==> src/rtl/link_pkg.sv <==
// Shared constants and types for the inter-board move link.
// Default frame/timeout lengths are derived from the clock and baud rate.
package link_pkg;

  localparam int CLK_HZ    = 65_000_000;
  localparam int BAUD_RATE = 9_600;
  localparam int DIVISOR   = (CLK_HZ + BAUD_RATE / 2) / BAUD_RATE;

  localparam int FRAME_CYCLES_DEF = DIVISOR * 10;
  localparam int ACK_TIMEOUT_DEF  = CLK_HZ / 10;

  // Row nibble above 8 keeps this code out of the legal move space.
  localparam logic [7:0] ACK_BYTE = 8'hAA;

  typedef enum logic [1:0] {
    LINK_IDLE,
    LINK_REQ,
    LINK_FRAME,
    LINK_WAIT_ACK
  } link_state_t;

endpackage

==> src/rtl/move_link_ctrl_if.sv <==
// Signal bundle between game_fsm / rx / tx and the link controller.
// slave is the controller side, master the surrounding logic.
interface move_link_ctrl_if #(
  parameter int PKT_LEN = 8
);

  logic               send_req;
  logic [PKT_LEN-1:0] send_move;
  logic               rx_valid;
  logic [PKT_LEN-1:0] rx_data;
  logic               tx_trigger;
  logic [PKT_LEN-1:0] tx_data;
  logic               move_valid;
  logic [PKT_LEN-1:0] move_out;
  logic               sent_ok;
  logic               link_error;
  logic               busy;

  modport master (
    output send_req, send_move, rx_valid, rx_data,
    input  tx_trigger, tx_data, move_valid, move_out,
    input  sent_ok, link_error, busy
  );

  modport slave (
    input  send_req, send_move, rx_valid, rx_data,
    output tx_trigger, tx_data, move_valid, move_out,
    output sent_ok, link_error, busy
  );

endinterface

==> src/rtl/link_tx_arb.sv <==
// Single-transmitter arbiter: ACK beats move, one frame at a time.
// tx_data is held from the trigger until the next grant.
module link_tx_arb #(
  parameter int               PKT_LEN      = 8,
  parameter int               FRAME_CYCLES = 20,
  parameter logic [PKT_LEN-1:0] ACK_BYTE   = 8'hAA
) (
  input  logic               clk_in,
  input  logic               rst_in,
  input  logic               ack_req_i,
  input  logic               move_req_i,
  input  logic [PKT_LEN-1:0] move_byte_i,
  output logic               ack_gnt_o,
  output logic               move_gnt_o,
  output logic               idle_o,
  output logic               tx_trigger_o,
  output logic [PKT_LEN-1:0] tx_data_o
);

  localparam int TW = $clog2(FRAME_CYCLES) + 1;
  // The trigger cycle itself is the first frame cycle, so the
  // timer holds the frame cycles still to come after it.
  localparam logic [TW-1:0] LOAD = TW'(FRAME_CYCLES - 1);

  logic [TW-1:0]      timer_q;
  logic               trig_q;
  logic [PKT_LEN-1:0] data_q;

  // Grant decision: only with the line free, ACK first.
  always_comb begin
    idle_o     = (timer_q == '0);
    ack_gnt_o  = idle_o & ack_req_i;
    move_gnt_o = idle_o & move_req_i & ~ack_req_i;
  end

  // Trigger pulse, held byte and saturating frame timer.
  always_ff @(posedge clk_in) begin
    if (rst_in) begin
      timer_q <= '0;
      trig_q  <= 1'b0;
      data_q  <= '0;
    end else begin
      trig_q <= ack_gnt_o | move_gnt_o;
      if (ack_gnt_o) begin
        data_q <= ACK_BYTE;
      end else if (move_gnt_o) begin
        data_q <= move_byte_i;
      end
      if (ack_gnt_o | move_gnt_o) begin
        timer_q <= LOAD;
      end else if (timer_q != '0) begin
        timer_q <= timer_q - 1'b1;
      end
    end
  end

  assign tx_trigger_o = trig_q;
  assign tx_data_o    = data_q;

endmodule

==> src/rtl/move_link_ctrl.sv <==
// Move link controller: acked/retried sends, deduped receive path,
// and ACK replies sharing the one transmitter.
module move_link_ctrl #(
  parameter int               PKT_LEN      = 8,
  parameter int               FRAME_CYCLES = link_pkg::FRAME_CYCLES_DEF,
  parameter int               ACK_TIMEOUT  = link_pkg::ACK_TIMEOUT_DEF,
  parameter int               MAX_RETRY    = 3,
  parameter logic [PKT_LEN-1:0] ACK_BYTE   = PKT_LEN'(link_pkg::ACK_BYTE)
) (
  input logic            clk_in,
  input logic            rst_in,
  move_link_ctrl_if.slave lnk
);

  import link_pkg::*;

  localparam int TOW = $clog2(ACK_TIMEOUT) + 1;
  localparam int RW  = (MAX_RETRY > 0) ? $clog2(MAX_RETRY + 1) : 1;
  localparam logic [TOW-1:0] TO_LOAD   = TOW'(ACK_TIMEOUT);
  localparam logic [RW-1:0]  RETRY_MAX = RW'(MAX_RETRY);

  link_state_t        state_q, state_d;
  logic [PKT_LEN-1:0] mv_q, mv_d;
  logic [RW-1:0]      retry_q, retry_d;
  logic [TOW-1:0]     tmo_q, tmo_d;
  logic               err_q, err_d;
  logic               ok_q, ok_d;
  logic               mvalid_q, pend_q, arm_q;
  logic [PKT_LEN-1:0] mout_q;

  logic is_ack, ack_rx, byte_rx, deliver;
  logic move_req, arm_clr;
  logic ack_gnt, move_gnt, frame_idle;

  // Classify the received byte; resends of the last move are not delivered.
  always_comb begin
    is_ack  = (lnk.rx_data == ACK_BYTE);
    ack_rx  = lnk.rx_valid & is_ack;
    byte_rx = lnk.rx_valid & ~is_ack;
    deliver = byte_rx & ~(arm_q & (lnk.rx_data == mout_q));
  end

  // Send FSM next state and per-state actions.
  always_comb begin
    state_d  = state_q;
    mv_d     = mv_q;
    retry_d  = retry_q;
    tmo_d    = tmo_q;
    err_d    = err_q;
    ok_d     = 1'b0;
    move_req = 1'b0;
    arm_clr  = 1'b0;
    unique case (state_q)
      LINK_IDLE: begin
        if (lnk.send_req) begin
          mv_d    = lnk.send_move;
          err_d   = 1'b0;
          retry_d = '0;
          arm_clr = 1'b1;
          state_d = LINK_REQ;
        end
      end
      LINK_REQ: begin
        move_req = 1'b1;
        if (move_gnt) state_d = LINK_FRAME;
      end
      LINK_FRAME: begin
        if (frame_idle) begin
          tmo_d   = TO_LOAD;
          state_d = LINK_WAIT_ACK;
        end
      end
      LINK_WAIT_ACK: begin
        if (ack_rx) begin
          ok_d    = 1'b1;
          state_d = LINK_IDLE;
        end else if (tmo_q == '0) begin
          if (retry_q < RETRY_MAX) begin
            retry_d = retry_q + 1'b1;
            state_d = LINK_REQ;
          end else begin
            err_d   = 1'b1;
            state_d = LINK_IDLE;
          end
        end else begin
          tmo_d = tmo_q - 1'b1;
        end
      end
      default: state_d = LINK_IDLE;
    endcase
  end

  // State registers for the send path and the receive/ACK bookkeeping.
  always_ff @(posedge clk_in) begin
    if (rst_in) begin
      state_q  <= LINK_IDLE;
      mv_q     <= '0;
      retry_q  <= '0;
      tmo_q    <= '0;
      err_q    <= 1'b0;
      ok_q     <= 1'b0;
      mvalid_q <= 1'b0;
      mout_q   <= '0;
      pend_q   <= 1'b0;
      arm_q    <= 1'b0;
    end else begin
      state_q  <= state_d;
      mv_q     <= mv_d;
      retry_q  <= retry_d;
      tmo_q    <= tmo_d;
      err_q    <= err_d;
      ok_q     <= ok_d;
      mvalid_q <= deliver;
      if (deliver) mout_q <= lnk.rx_data;
      // A byte landing on the grant cycle still needs its own ACK.
      if (byte_rx) begin
        pend_q <= 1'b1;
      end else if (ack_gnt) begin
        pend_q <= 1'b0;
      end
      if (deliver) begin
        arm_q <= 1'b1;
      end else if (arm_clr) begin
        arm_q <= 1'b0;
      end
    end
  end

  link_tx_arb #(
    .PKT_LEN      (PKT_LEN),
    .FRAME_CYCLES (FRAME_CYCLES),
    .ACK_BYTE     (ACK_BYTE)
  ) u_arb (
    .clk_in       (clk_in),
    .rst_in       (rst_in),
    .ack_req_i    (pend_q),
    .move_req_i   (move_req),
    .move_byte_i  (mv_q),
    .ack_gnt_o    (ack_gnt),
    .move_gnt_o   (move_gnt),
    .idle_o       (frame_idle),
    .tx_trigger_o (lnk.tx_trigger),
    .tx_data_o    (lnk.tx_data)
  );

  assign lnk.move_valid = mvalid_q;
  assign lnk.move_out   = mout_q;
  assign lnk.sent_ok    = ok_q;
  assign lnk.link_error = err_q;
  assign lnk.busy       = (state_q != LINK_IDLE);

endmodule

==> src/flat_wrapper.sv <==
// flat-port wrapper written by rule: the top's interface ports become plain ports
module move_link_ctrl_flat import link_pkg::*;
#(
  parameter int               PKT_LEN      = 8,
  parameter int               FRAME_CYCLES = link_pkg::FRAME_CYCLES_DEF,
  parameter int               ACK_TIMEOUT  = link_pkg::ACK_TIMEOUT_DEF,
  parameter int               MAX_RETRY    = 3,
  parameter logic [PKT_LEN-1:0] ACK_BYTE   = PKT_LEN'(link_pkg::ACK_BYTE)
)
  (clk_in, rst_in, lnk_send_req, lnk_send_move, lnk_rx_valid, lnk_rx_data, lnk_tx_trigger, lnk_tx_data, lnk_move_valid, lnk_move_out, lnk_sent_ok, lnk_link_error, lnk_busy);
  move_link_ctrl_if #(.PKT_LEN(PKT_LEN)) lnk_i ();
  input logic clk_in;
  input logic rst_in;
  input wire logic [$bits(lnk_i.send_req)-1:0] lnk_send_req;
  input wire logic [$bits(lnk_i.send_move)-1:0] lnk_send_move;
  input wire logic [$bits(lnk_i.rx_valid)-1:0] lnk_rx_valid;
  input wire logic [$bits(lnk_i.rx_data)-1:0] lnk_rx_data;
  output wire logic [$bits(lnk_i.tx_trigger)-1:0] lnk_tx_trigger;
  output wire logic [$bits(lnk_i.tx_data)-1:0] lnk_tx_data;
  output wire logic [$bits(lnk_i.move_valid)-1:0] lnk_move_valid;
  output wire logic [$bits(lnk_i.move_out)-1:0] lnk_move_out;
  output wire logic [$bits(lnk_i.sent_ok)-1:0] lnk_sent_ok;
  output wire logic [$bits(lnk_i.link_error)-1:0] lnk_link_error;
  output wire logic [$bits(lnk_i.busy)-1:0] lnk_busy;
  assign lnk_i.send_req = lnk_send_req;
  assign lnk_i.send_move = lnk_send_move;
  assign lnk_i.rx_valid = lnk_rx_valid;
  assign lnk_i.rx_data = lnk_rx_data;
  assign lnk_tx_trigger = lnk_i.tx_trigger;
  assign lnk_tx_data = lnk_i.tx_data;
  assign lnk_move_valid = lnk_i.move_valid;
  assign lnk_move_out = lnk_i.move_out;
  assign lnk_sent_ok = lnk_i.sent_ok;
  assign lnk_link_error = lnk_i.link_error;
  assign lnk_busy = lnk_i.busy;
  move_link_ctrl #(.PKT_LEN(PKT_LEN), .FRAME_CYCLES(FRAME_CYCLES), .ACK_TIMEOUT(ACK_TIMEOUT), .MAX_RETRY(MAX_RETRY), .ACK_BYTE(ACK_BYTE)) u_core (.clk_in(clk_in), .rst_in(rst_in), .lnk(lnk_i));
endmodule
==> config.mk <==
export PLATFORM = sky130hd
export DESIGN_NAME = move_link_ctrl_flat
export DESIGN_NICKNAME = d
export VERILOG_FILES = /design/src/rtl/link_pkg.sv /design/src/rtl/move_link_ctrl_if.sv /design/src/rtl/link_tx_arb.sv /design/src/rtl/move_link_ctrl.sv /design/src/flat_wrapper.sv
export SDC_FILE = /design/constraint.sdc
export NUM_CORES = 1
export LEC_CHECK = 0
export BUFFER_PORTS_ARGS = -buffer_cell sky130_fd_sc_hd__buf_2
export CAP_MARGIN = 20
export CORE_MARGIN = 2
export CORE_UTILIZATION = 40
export CTS_BUF_LIST = sky130_fd_sc_hd__clkbuf_4 sky130_fd_sc_hd__clkbuf_8 sky130_fd_sc_hd__clkbuf_16
export CTS_CLUSTER_DIAMETER = 30
export DETAILED_ROUTE_END_ITERATION = 16
export GPL_ROUTABILITY_DRIVEN = 0
export GPL_TIMING_DRIVEN = 0
export PLACE_DENSITY = 0.64
export SETUP_SLACK_MARGIN = 0.02
export SYNTH_ARGS = -nofsm -noshare
export SYNTH_HDL_FRONTEND = slang
export SYNTH_SLANG_ARGS = --single-unit
export TNS_END_PERCENT = 10
==> constraint.sdc <==
create_clock -name clk_in -period 5.9 [get_ports clk_in]
set_clock_uncertainty 0.1 [all_clocks]
set_input_delay 1.18 -clock clk_in [delete_from_list [all_inputs] [get_ports clk_in]]
set_output_delay 1.18 -clock clk_in [all_outputs]
set_load 0.05 [all_outputs]
Word-level counts from Yosys, hierarchy flattened
Index checks and enable logic that the tools add are counted.
{"block": "totals", "out_inout_bits": 21, "mem_bits_ro": 0, "elab_cells": 97, "register_bits": 76, "mem_bits_rw": 0, "n_memories": 0, "inputBits": 20, "latchBits": 0}
{"block": "op_classes", "reduce_logical": 19, "add_sub_neg": 3, "shift": 0, "n_div": 0, "eq_ne": 14, "n_mux": 33, "n_mul": 0, "magnitude_cmp": 1, "bitwise": 12}
{"cell": "two-way mux 24 bit", "n": 3}
{"cell": "one-hot mux 24 bit (2 select lines)", "n": 1}
{"cell": "two-way mux 17 bit", "n": 2}
{"cell": "logical NOT 24 bit", "n": 1}
{"cell": "subtractor 24 x 1 -> 24 bit (second input constant)", "n": 1}
{"cell": "logical NOT 18 bit", "n": 1}
{"cell": "two-way mux 2 bit", "n": 9}
{"cell": "nonzero test 18 bit", "n": 1}
{"cell": "subtractor 18 x 1 -> 18 bit (second input constant)", "n": 1}
{"cell": "two-way mux 8 bit", "n": 2}
{"cell": "nonzero test 2 bit", "n": 7}
{"cell": "two-way mux 1 bit", "n": 13}
{"cell": "!= test 2 bit (second input constant)", "n": 5}
{"cell": "AND reduction 5 bit", "n": 2}
{"cell": "== test 8 bit", "n": 1}
{"cell": "== test 8 bit (second input constant)", "n": 1}
{"cell": "one-hot mux 2 bit (4 select lines)", "n": 1}
{"cell": "AND reduction 4 bit", "n": 2}
{"cell": "bitwise AND 1 bit", "n": 7}
{"cell": "!= test 2 x 1 -> 1 bit (second input constant)", "n": 3}
{"cell": "OR reduction 2 bit", "n": 3}
{"cell": "== test 2 bit (second input constant)", "n": 2}
{"cell": "inverter 1 bit", "n": 4}
{"cell": "one-hot mux 2 bit (2 select lines)", "n": 1}
{"cell": "other kinds (8)", "n": 8}

Logic depth before layout (Yosys ltp)
{"block": "depth", "ltp_word": 6, "ltp_mapped": 10}

By module
Synthesis repeated with hierarchy kept, for this count alone.
{"block": "hier_totals", "hier_cells": 424, "area_unflattened_um2": 3829.9}
{"module": "move_link_ctrl", "seq_area_each_um2": 980.9, "cells_per_inst": 287, "n_inst": 1, "area_per_inst_um2": 2553.7}
{"module": "link_tx_arb", "seq_area_each_um2": 540.5, "cells_per_inst": 137, "n_inst": 1, "area_per_inst_um2": 1276.2}

Least setup slack after synthesis
No wires, ideal clock.
{"block": "synth_path", "path_type": "input -> register", "start": "input port lnk_rx_data[4]", "end": "register u_core.state_q[0]", "stages": 6, "arrival_ns": 2.786, "required_time_ns": 5.668, "setup_time_ns": 0.132, "slack_ns": 2.882, "path_cell_list": "nor4bb_1 -> a31o_2 -> a31oi_1 -> a2111oi_1 -> o2111a_1 -> nor3_1"}
{"block": "synth_between", "elab_chain_cells": 4, "word_cells_on_any_way": 6}
{"element": "start: declaration", "line_no": "flat_wrapper.sv:17", "source": "input wire logic [$bits(lnk_i.rx_data)-1:0] lnk_rx_data;"}
{"element": "== test 8 bit *", "line_no": "move_link_ctrl.sv:37", "source": "is_ack = (lnk.rx_data == ACK_BYTE);"}
{"element": "bitwise AND 1 bit *", "line_no": "move_link_ctrl.sv:38", "source": "ack_rx = lnk.rx_valid & is_ack;"}
{"element": "!= test 3 x 1 -> 1 bit (no line) or two-way mux 2 bit (tied branches)"}
{"element": "AND reduction 4 bit (no line) or one-hot mux 2 bit (4 select lines) (tied branches)"}
{"element": "end signal: assignment", "line_no": "move_link_ctrl.sv:107", "source": "state_q <= state_d;"}
{"element": "end: declaration", "line_no": "move_link_ctrl.sv:22", "source": "link_state_t state_q, state_d;"}
Every way passes the cells marked *; elsewhere a longest branch is shown, timed or not.
A chain may end at the register's enable or synchronous reset.

Worst setup path in the final report
{"block": "layout_path", "start": "register u_core.u_arb.timer_q[13]", "end": "register u_core.tmo_q[2]"}
{"block": "layout_between", "elab_chain_cells": 3}
{"element": "start: declaration", "line_no": "link_tx_arb.sv:25", "source": "logic [TW-1:0] timer_q;"}
{"element": "start signal: assignment", "line_no": "link_tx_arb.sv:52", "source": "timer_q <= timer_q - 1'b1;"}
{"element": "logical NOT 18 bit", "line_no": "link_tx_arb.sv:31", "source": "idle_o = (timer_q == '0);"}
{"element": "!= test 2 x 1 -> 1 bit (no line)"}
{"element": "AND reduction 4 bit (no line)"}
{"element": "end signal: assignment", "line_no": "move_link_ctrl.sv:110", "source": "tmo_q <= tmo_d;"}
{"element": "end: declaration", "line_no": "move_link_ctrl.sv:25", "source": "logic [TOW-1:0] tmo_q, tmo_d;"}
No other way between the ends.

==> impl_metrics.py <==
metrics = {
    "power": {
        "irDropWorstVdd_uv": 325.5,
        "internal_power_mw": 1.436,
        "leakage_nw": 1.682,
        "clkPwrFrac_pct": 15.5,
        "netSwitchingPower_mw": 1.276,
        "power.density_nw_per_um2": 646.9,
        "switching_share_pct": 47.04,
        "seq_power_share_pct": 30.1,
        "comb_power_share_pct": 54.4,
    },
    "logic_synthesis": {
        "yosysWarnings": 0,
        "synth_top_cell_area_share_pct": 41.63,
        "ys_ff_latch": 76,
        "synth.most_common_cell": "dfxtp_1",
        "ys_top_cells_by_area": "dfxtp_1 42%, a21oi_1 5.1%, nor2_1 4.9%, nand2_1 4.7%, xor2_1 4.1%",
        "async_flop_share_pct": 0,
        "synth_ff_type": "dfxtp_1",
        "syn_area_um2": 3655,
        "synth_nets": 464,
        "netlist_instances": 434,
        "syn_avg_cell_area_um2": 8.421,
        "yosysTopAreaCell": "dfxtp_1",
        "ys_seq_area_share_pct": 41.63,
        "synth_commonest_cells": "76 x dfxtp_1, 48 x nor2_1, 46 x nand2_1",
        "synth_cell_type_count": 49,
        "synth_edf_count": 0,
    },
    "global_route": {
        "grt_pass1_wl_um": 15390,
        "grtUsageTotal_pct": 19.38,
        "antenna_found_initial": 0,
        "overflow": 0,
        "grt_pass1_vias": 3224,
        "grt_max_degree": 14,
    },
    "sta": {
        "max_freq_mhz": 293.8,
        "setup_viol": 0,
        "finalMaxSlewViolations": 0,
        "rsz0062_at_grt": "no",
        "totalNegativeSetupSlack_ns": 0,
        "fin_crit_ns": 3.403,
        "worst_slack_ns": 2.497,
        "hold_viol_final": 0,
        "tightest_slew_ns": 0.9135,
        "slew_headroom_pct": 38.58,
        "period_share_pct": 57.69,
    },
    "route": {
        "first_iter_violations": 187,
        "first_pass_iters": 5,
        "vias": 3314,
        "drc": 0,
        "post_drt_wl_per_cell_um": 15.36,
        "via_per_inst": 5.560,
        "wl_um": 9157,
        "ant_nets": 0,
    },
    "setup_path": {
        "critPathKind": "register to register",
        "crit_fanout": 10,
        "path_delay_family": "simple AND/OR/NAND/NOR gates",
        "cp_cell_sequence": "or3_1, nor4b_1, nand3_1, o21ai_0, clkbuf_1, nor2_1",
        "cp-end-kind": "register",
        "cp_slowest_cell": "nor4b_1",
        "critPathLaunchType": "register",
        "critPathMaxStageDelay_ns": 0.71,
        "arrival_ns": 3.53,
        "worstPathRequired_ns": 6.02,
        "critical_path_buf_inv_count": 1,
    },
    "cts": {
        "postCtsSetupRepairBufs": 0,
        "cts_htree_levels": 3,
        "clk_pin_slew_ns": 0.08,
        "root_buffer": "clkbuf_8",
        "tritoncts": "built",
        "clock_latency_ns": 0.35,
        "ctsHoldBuffers": 0,
        "post_cts_resized": 0,
        "cts_buffers": 9,
        "clkSinkCount": 76,
        "clockBufferDepth": 2,
    },
    "floorplanning": {
        "design.core.area_um2": 8806,
        "dieArea_um2": 9917,
        "rows": 34,
        "die_w_um": 99.59,
        "initial_utilization_pct": 41.50,
        "io_pins": 41,
        "die_h_um": 99.59,
    },
    "final_layout": {
        "layout.nets": 513,
        "syn_to_final_growth_pct": 14.69,
        "fillCellCount": 893,
        "drive_gt1_share_pct": 13.32,
        "antennaDiodeCount": 0,
        "post-route-cell-area_um2": 4192,
        "seqCellArea_um2": 1521,
        "multi_input_area_um2": 1988,
    },
    "placement": {
        "numPortBuffers": 38,
        "place_ws_ns": 2.340,
        "detailed_place.area_um2": 3980,
        "dpl.hpwl_um": 6598,
    },
    "outcome": {
        "status": "finished, final reports clean",
    },
    "worst_hold_path": {
        "min_path_type": "register to register",
    },
    "flow_run": {
        "drv_cap": 0,
    },
}
[metal layers]
metal / vias to the layer above / GRT usage (%) / share of wire (%)
li1: 1666 / - / -
met1: 1566 / 25.05 / 46
met2: 75 / 32.28 / 48
met3: 7 / 4.989 / 5.3
met4: 0 / 5.058 / 1.0
met5: - / 0 / 0
[worst paths after layout]
| check | end | slack [ns] | start | cells after the start |
|---|---|---|---|---|
| setup / recovery | u_core.tmo_q[2] | 2.50 | u_core.u_arb.timer_q[13] | 6 |
| hold / removal | u_core.mv_q[5] | 0.36 | u_core.mv_q[5] | 2 |
| hold reg to reg | u_core.mv_q[5] | 0.36 | u_core.mv_q[5] | 2 |
| setup reg to reg | u_core.tmo_q[2] | 2.50 | u_core.u_arb.timer_q[13] | 6 |
[flip-flops by register name, indices dropped and copies added, names as in the netlist]
| register | cells |
|---|---|
| u_core.pend_q | 1 |
| u_core.lnk.sent_ok | 1 |
| u_core.lnk.move_valid | 1 |
| u_core.tmo_q | 24 |
| u_core.u_arb.tx_trigger_o | 1 |
| u_core.u_arb.timer_q | 18 |
| u_core.state_q | 2 |
| u_core.lnk.link_error | 1 |
| u_core.arm_q | 1 |
| u_core.mv_q | 8 |
| u_core.u_arb.tx_data_o | 8 |
| u_core.lnk.move_out | 8 |
| u_core.retry_q | 2 |
[worst reg2reg max path: cells and delay by family, from the launching register on]
kind | cells | cell delay [ns]
simple gates | 4 | 1.72
compound gates | 1 | 0.61
flops | 1 | 0.35
buf+inv | 1 | 0.50
[cell families (layout without fill, tap and decap cells)]
logic type	Yosys count	count (layout)	share of synthesized area (%)
AOI/OAI and AO/OA	100	100	18.08
xor gates and xnor gates	28	28	6.710
adders and majority gates	10	10	3.423
buffers and inverters	36	90	3.971
DFF	76	76	41.63
muxes	9	9	2.499
and+or+nand+nor	175	175	23.69
[per-stage QoR]
step | utilization [%] | power, mW | instances | hold slack [ns]
after floorplan | - | 1.946 | 434 | 0.3360
after global placement | 45.20 | 2.242 | 580 | 0.3449
after detailed placement | 45.20 | 2.282 | 580 | 0.3525
after CTS | 47.60 | 2.713 | 596 | 0.3646
after global routing | 47.60 | 2.950 | 596 | 0.3843
final | 47.60 | 2.712 | 596 | 0.3582
[cell usage in the layout (no fill, tap or decap), types with 10 or more instances in the layout]
master and instances:
buf_2 40, ha_1 10, a31oi_1 11, nor3_1 19, xnor2_1 11, dfxtp_1 76
inv_1 17, nor2_1 48, clkbuf_1 16, clkbuf_8 11, or4_1 14, nand2_1 46
xor2_1 17, or3_1 10, a21oi_1 37
[cell type report]
| cell class | count | share of cell area [%] |
|---|---|---|
| clock buffer | 11 | 3.612 |
| multi-input combinational | 322 | 47.43 |
| clock inverter | 5 | 1.433 |
| tap | 108 | 3.224 |
| timing repair buffer | 38 | 4.537 |
| inverter | 17 | 1.522 |
| buffer | 19 | 1.940 |
| sequential | 76 | 36.30 |
[power groups by stage]
stage               combinational [mW]  sequential, mW  clock [mW]
detailed placement                1.46           0.824           0
global route                      1.66           0.839       0.454
floorplan                         1.12           0.826           0
finish                            1.48           0.816       0.419
global placement                  1.42           0.817           0
CTS                               1.47           0.814       0.427
Note: power is estimated with default switching activity, not from simulation.
